==> src/rtl/demux_1to3.sv <==
`default_nettype none
// ============================================================================
//  Module      : demux_1to3
//  Description : Buffered 1-to-3 stream distributor. Each lane has its own
//                2-entry FIFO; illegal select 3 is consumed, dropped and flagged.
//  Revision    : 1.0 - initial release
// ============================================================================
module demux_1to3 #(
    parameter int DATA_WIDTH = 8,
    parameter int CNT_WIDTH  = 8
) (
    input  logic                  clk,
    input  logic                  rst_n,
    input  logic [DATA_WIDTH-1:0] in_data,
    input  logic [1:0]            in_sel,
    input  logic                  in_val,
    output logic                  in_rdy,
    output logic [DATA_WIDTH-1:0] out_data [3],
    output logic [2:0]            out_val,
    input  logic [2:0]            out_rdy,
    input  logic                  err_clr,
    output logic                  err_sel,
    output logic [CNT_WIDTH-1:0]  drop_cnt
);

    localparam int   c_LANES   = 3;
    localparam logic [1:0] c_SEL_ILLEGAL = 2'd3;

    logic [c_LANES-1:0]   w_lane_full;
    logic                 w_accept;
    logic                 w_drop;
    logic                 r_err_sel;
    logic [CNT_WIDTH-1:0] r_drop_cnt;

    // Ready looks only at the targeted lane's occupancy, never at out_rdy.
    always_comb begin
        in_rdy = 1'b1;
        case (in_sel)
            2'd0:    in_rdy = ~w_lane_full[0];
            2'd1:    in_rdy = ~w_lane_full[1];
            2'd2:    in_rdy = ~w_lane_full[2];
            default: in_rdy = 1'b1;
        endcase
    end

    assign w_accept = in_val && in_rdy;
    assign w_drop   = w_accept && (in_sel == c_SEL_ILLEGAL);

    genvar gi;
    generate
        for (gi = 0; gi < c_LANES; gi++) begin : g_lane
            logic [DATA_WIDTH-1:0] r_mem [2];
            logic                  r_rd_ptr;
            logic                  r_wr_ptr;
            logic [1:0]            r_cnt;
            logic                  w_push;
            logic                  w_pop;

            assign w_push = w_accept && (in_sel == 2'(gi));
            assign w_pop  = (r_cnt != 2'd0) && out_rdy[gi];

            always_ff @(posedge clk or negedge rst_n) begin
                if (!rst_n) begin
                    r_mem[0] <= '0;
                    r_mem[1] <= '0;
                    r_rd_ptr <= 1'b0;
                    r_wr_ptr <= 1'b0;
                    r_cnt    <= 2'd0;
                end else begin
                    if (w_push) begin
                        r_mem[r_wr_ptr] <= in_data;
                        r_wr_ptr        <= ~r_wr_ptr;
                    end
                    if (w_pop) begin
                        r_rd_ptr <= ~r_rd_ptr;
                    end
                    case ({w_push, w_pop})
                        2'b10:   r_cnt <= r_cnt + 2'd1;
                        2'b01:   r_cnt <= r_cnt - 2'd1;
                        default: r_cnt <= r_cnt;
                    endcase
                end
            end

            assign w_lane_full[gi] = (r_cnt == 2'd2);
            assign out_val[gi]     = (r_cnt != 2'd0);
            assign out_data[gi]    = r_mem[r_rd_ptr];
        end
    endgenerate

    // A drop in the same cycle as err_clr keeps the flag set.
    always_ff @(posedge clk or negedge rst_n) begin
        if (!rst_n) begin
            r_err_sel  <= 1'b0;
            r_drop_cnt <= '0;
        end else begin
            if (w_drop) begin
                r_err_sel <= 1'b1;
            end else if (err_clr) begin
                r_err_sel <= 1'b0;
            end
            if (w_drop && (r_drop_cnt != {CNT_WIDTH{1'b1}})) begin
                r_drop_cnt <= r_drop_cnt + 1'b1;
            end
        end
    end

    assign err_sel  = r_err_sel;
    assign drop_cnt = r_drop_cnt;

endmodule
`default_nettype wire

==> config.mk <==
export PLATFORM = sky130hd
export DESIGN_NAME = demux_1to3
export DESIGN_NICKNAME = d
export VERILOG_FILES = /design/src/rtl/demux_1to3.sv
export SDC_FILE = /design/constraint.sdc
export NUM_CORES = 1
export LEC_CHECK = 0
export ABC_AREA = 1
export CELL_PAD_IN_SITES_DETAIL_PLACEMENT = 0
export CELL_PAD_IN_SITES_GLOBAL_PLACEMENT = 2
export CORE_ASPECT_RATIO = 0.7
export CORE_MARGIN = 8
export CORE_UTILIZATION = 32
export CTS_BUF_LIST = sky130_fd_sc_hd__clkbuf_16
export CTS_CLUSTER_SIZE = 12
export DETAILED_ROUTE_END_ITERATION = 12
export GPL_TIMING_DRIVEN = 1
export PLACE_DENSITY = 0.89
export REMOVE_ABC_BUFFERS = 1
export SYNTH_ARGS = -nofsm -noshare
export SYNTH_HDL_FRONTEND = slang
export SYNTH_SLANG_ARGS = --single-unit
==> constraint.sdc <==
create_clock -name clk -period 2 [get_ports clk]
set_input_delay 0.6 -clock clk [delete_from_list [all_inputs] [get_ports clk]]
set_output_delay 0.6 -clock clk [all_outputs]
set_load 0.05 [all_outputs]
==> run_results.csv <==
group,metric,value,unit
status,status,"finished, final reports clean",
clock_tree,cts.sinks,69,
logic_synthesis,synth-compound-area-share,0.0172,
timing,min_period_over_period,0.967,
die,placement_rows,32,
logic_synthesis,seq_area_frac_synth,0.494,
logic_synthesis,synth_xor_xnor_area_share,0.0376,
route,remaining_drc_errors,0,
power_and_ir_drop,power_density,1840,mW/mm^2
logic_synthesis,post_synth_main_area_contributors,"dfrtp_1 (49%), nand2_1 (22%), nand4_1 (8.6%), nand4_4 (3.6%), xor2_1 (2.5%)",
route,viasPerCell,4.69,
critical_path,critical_path_peak_fanout,6,
grt,gr-total-overflow,0,
die,floorplan.die.height,103,um
timing,setup_viol,0,
clock_tree,cts_tree,"yes",
grt,grt_pass1_vias,3075,
route,drt_wl_total,9660,um
placed_design,dp_hpwl,6650,um
critical_path,r2r_start,"g_lane[0].r_cnt[0]",
power_and_ir_drop,vdd_ir_drop_max,0.00129,V
clock_tree,clk_latency,0.33,ns
min_path,worst_min_path_class,"in -> async",
grt,largest_net_degree_at_the_start_of_global_routing,70,
clock_tree,cts-root-to-sink-buffers,2,
critical_path,worstPathRequired,1.40,ns
grt,track_usage,0.141,
timing,rsz0062_at_grt,"yes",
finish,post_route_cells_drive_above_1_share,0.212,
timing,period_minus_slack,1.93,ns
grt,grt_first_pass_wirelength,15900,um
timing,actual_transition_at_the_worst_max_transition_pin,0.419,ns
die,fp.coreArea,0.0109,sq mm
critical_path,cp-start-kind,"input port",
finish,syn_to_final_growth,30.3,%
clock_tree,htree_levels,3,
logic_synthesis,yosys-mux-area-fraction,0,
critical_path,worst-r2r-cell-count,12,
logic_synthesis,synth.largest_area_cell,"dfrtp_1",
critical_path,setup.worst_path.end_class,"primary output",
logic_synthesis,synth_top_family_by_area,"simple AND/OR/NAND/NOR gates",
route,drt-wirelength-per-cell,14.9,um
critical_path,worstSetupStartpoint,"in_sel[0]",
placed_design,placed_cell_area,0.00421,sq mm
logic_synthesis,netlist-cell-type-count,24,
logic_synthesis,fraction_of_the_mapped_netlist_area_in_simple_logic_gates,0.375,
critical_path,cp.arrival,1.33,ns
logic_synthesis,yosys_warnings,0,
finish,finalInstanceArea,0.00456,sq mm
route,drtAntennaViolNets,0,
critical_path,worst-r2r-setup-slack,0.20,ns
clock_tree,clkSlewWorstSetupHoldPaths,0.06,ns
route,detailedRoute.firstPassIterationCount,4,
route,drt_first_iter_violations,206,
logic_synthesis,synth_instances,421,
finish,antenna_cells_inserted,0,
timing,achievable-frequency,517,MHz
power_and_ir_drop,leakage,0.00234,uW
timing,skew,0.00941,ns
grt,grt_antenna_before_repair,0,
die,pin_count,54,
critical_path,worst-setup-path-type,"in -> out",
critical_path,timing.rr.end,"g_lane[1].r_cnt[1]",
critical_path,endpoint_of_the_most_critical_setup_path,"in_rdy",
run,max_cap_viol_count,0,
logic_synthesis,ys_seq_elements,69,
finish,final_util,0.420,
timing,timing_max_transition_violations_final,0,
finish,nets,512,
route,dr_total_vias,3044,
timing,hold_viol,0,
power_and_ir_drop,post-layout-total-power,8370,uW
die,start_util,0.322,
timing,max-slew-margin-rel,0.720,
placed_design,io_buffer_count,53,
logic_synthesis,synth_top_cell_area_share,0.494,
die,fp.dieArea,0.0146,sq mm
placed_design,globalplace.congestion,0.744,
clock_tree,cts.root.buffer_cell,"clkbuf_16",
logic_synthesis,synthesis.area_per_instance,8.31,sq um
logic_synthesis,adder_cell_fraction_of_synth_area,0.0143,
logic_synthesis,synth.cell_area,0.00350,sq mm
clock_tree,cts_buffers,9,
die,horiz_die_dim,141,um
repair_timing:
item | 4_1_cts | 5_1_grt
hold buffers | 0 | 0
pin swaps | 3 | 1
setup endpoints to repair | 58 | 18
gates cloned | 0 | 1
setup buffers | 2 | 2
hold endpoints to repair | 0 | 0
gates resized for setup | 13 | 12
routing by layer:
layer  wire [um]  vias up  track usage
li1            -     1510            -
met1        4630     1446        0.192
met2        4250       78        0.214
met3         671       10       0.0417
met4         107        0       0.0395
met5           0        -            0
critical path: stages:
cell     delay, ns
buf_4         0.12
inv_1         0.05
nor2_2        0.09
nand2_1       0.07
nand2_2       0.08
buf_6         0.10
inv_4         0.03
nand2_4       0.06
buf_12        0.13
registers in the layout, indices dropped and copies added, names as in the netlist:
name and flops:
g_lane.r_rd_ptr 3, g_lane.r_mem 48, drop_cnt 8, err_sel 1, g_lane.r_wr_ptr 3, g_lane.r_cnt 6
logic make-up (layout without fill, tap and decap cells):
logic type,after synthesis,count (layout)
buffers and inverters,45,120
AOI/OAI and AO/OA,12,12
DFF,69,69
xor gates and xnor gates,15,15
and+or+nand+nor,276,276
adders and majority gates,4,4
where the power goes:
part / switching (uW) / internal (uW)
Combinational: 2940 / 1410
Clock: 606 / 955
Sequential: 423 / 2030
Total: 3970 / 4400
cell usage in the layout (no fill, tap or decap), drive strengths merged:
cell           instances
clkbuf                 9
clkdlybuf4s50         12
nand2                208
nand4                 54
nand3                  5
xnor2                  5
xor2                  10
o21ai                  9
inv                   21
nor3                   1
dlymetal6s2s           1
clkinvlp               6
buf                   63
bufinv                 1
dfrtp                 69
clkinv                 7
nor2                   8
a21oi                  3
ha                     4
layout make-up:
type	instances	area, sq um
flip-flops and latches	69	1730
fillers	1082	6290
repair inverters	1	5.00
well taps	153	191
repair buffers	76	667
multi-input cells	307	1560
clock buffers	9	225
clock inverters	7	66.3
inverters	27	113
stage by stage:
stage                     setup slack (ns)  TNS (ns)  std cells  hold WS [ns]
after detailed placement            -0.611    -25.78        628         0.466
after global placement              -0.521    -23.66        628         0.463
final                               0.0653         0        649         0.289
after global routing              -0.00904  -0.00904        649         0.318
after floorplan                      -1.08    -29.23        403         0.304
after CTS                          0.00722         0        646         0.305
cells in the mapped netlist:
cell / instances
dfrtp_1: 69
buf_6: 4
nand2_4: 1
nor2_8: 1
xnor2_1: 5
a21oi_1: 3
nand3_1: 5
nand4_4: 6
buf_2: 7
inv_1: 18
ha_1: 4
nand2_1: 203
o21ai_1: 2
nor3_1: 1
buf_8: 1
nor2_4: 1
o21ai_0: 7
xor2_1: 10
nand4_1: 48
clkinv_1: 6
nand2_2: 4
nor2_1: 6
clkbuf_1: 6
inv_2: 3
worst min path at each step:
stage / startpoint / to / slack (ns)
final: rst_n / g_lane[1].r_mem[15] / 0.29
after global routing: rst_n / g_lane[1].r_mem[15] / 0.32
after CTS: rst_n / g_lane[1].r_mem[2] / 0.30
after detailed placement: g_lane[0].r_mem[3] / g_lane[0].r_mem[3] / 0.47
after global placement: g_lane[0].r_mem[0] / g_lane[0].r_mem[0] / 0.46
after floorplan: rst_n / drop_cnt[0] / 0.30
No activity file was read; power rests on OpenSTA's default activity.
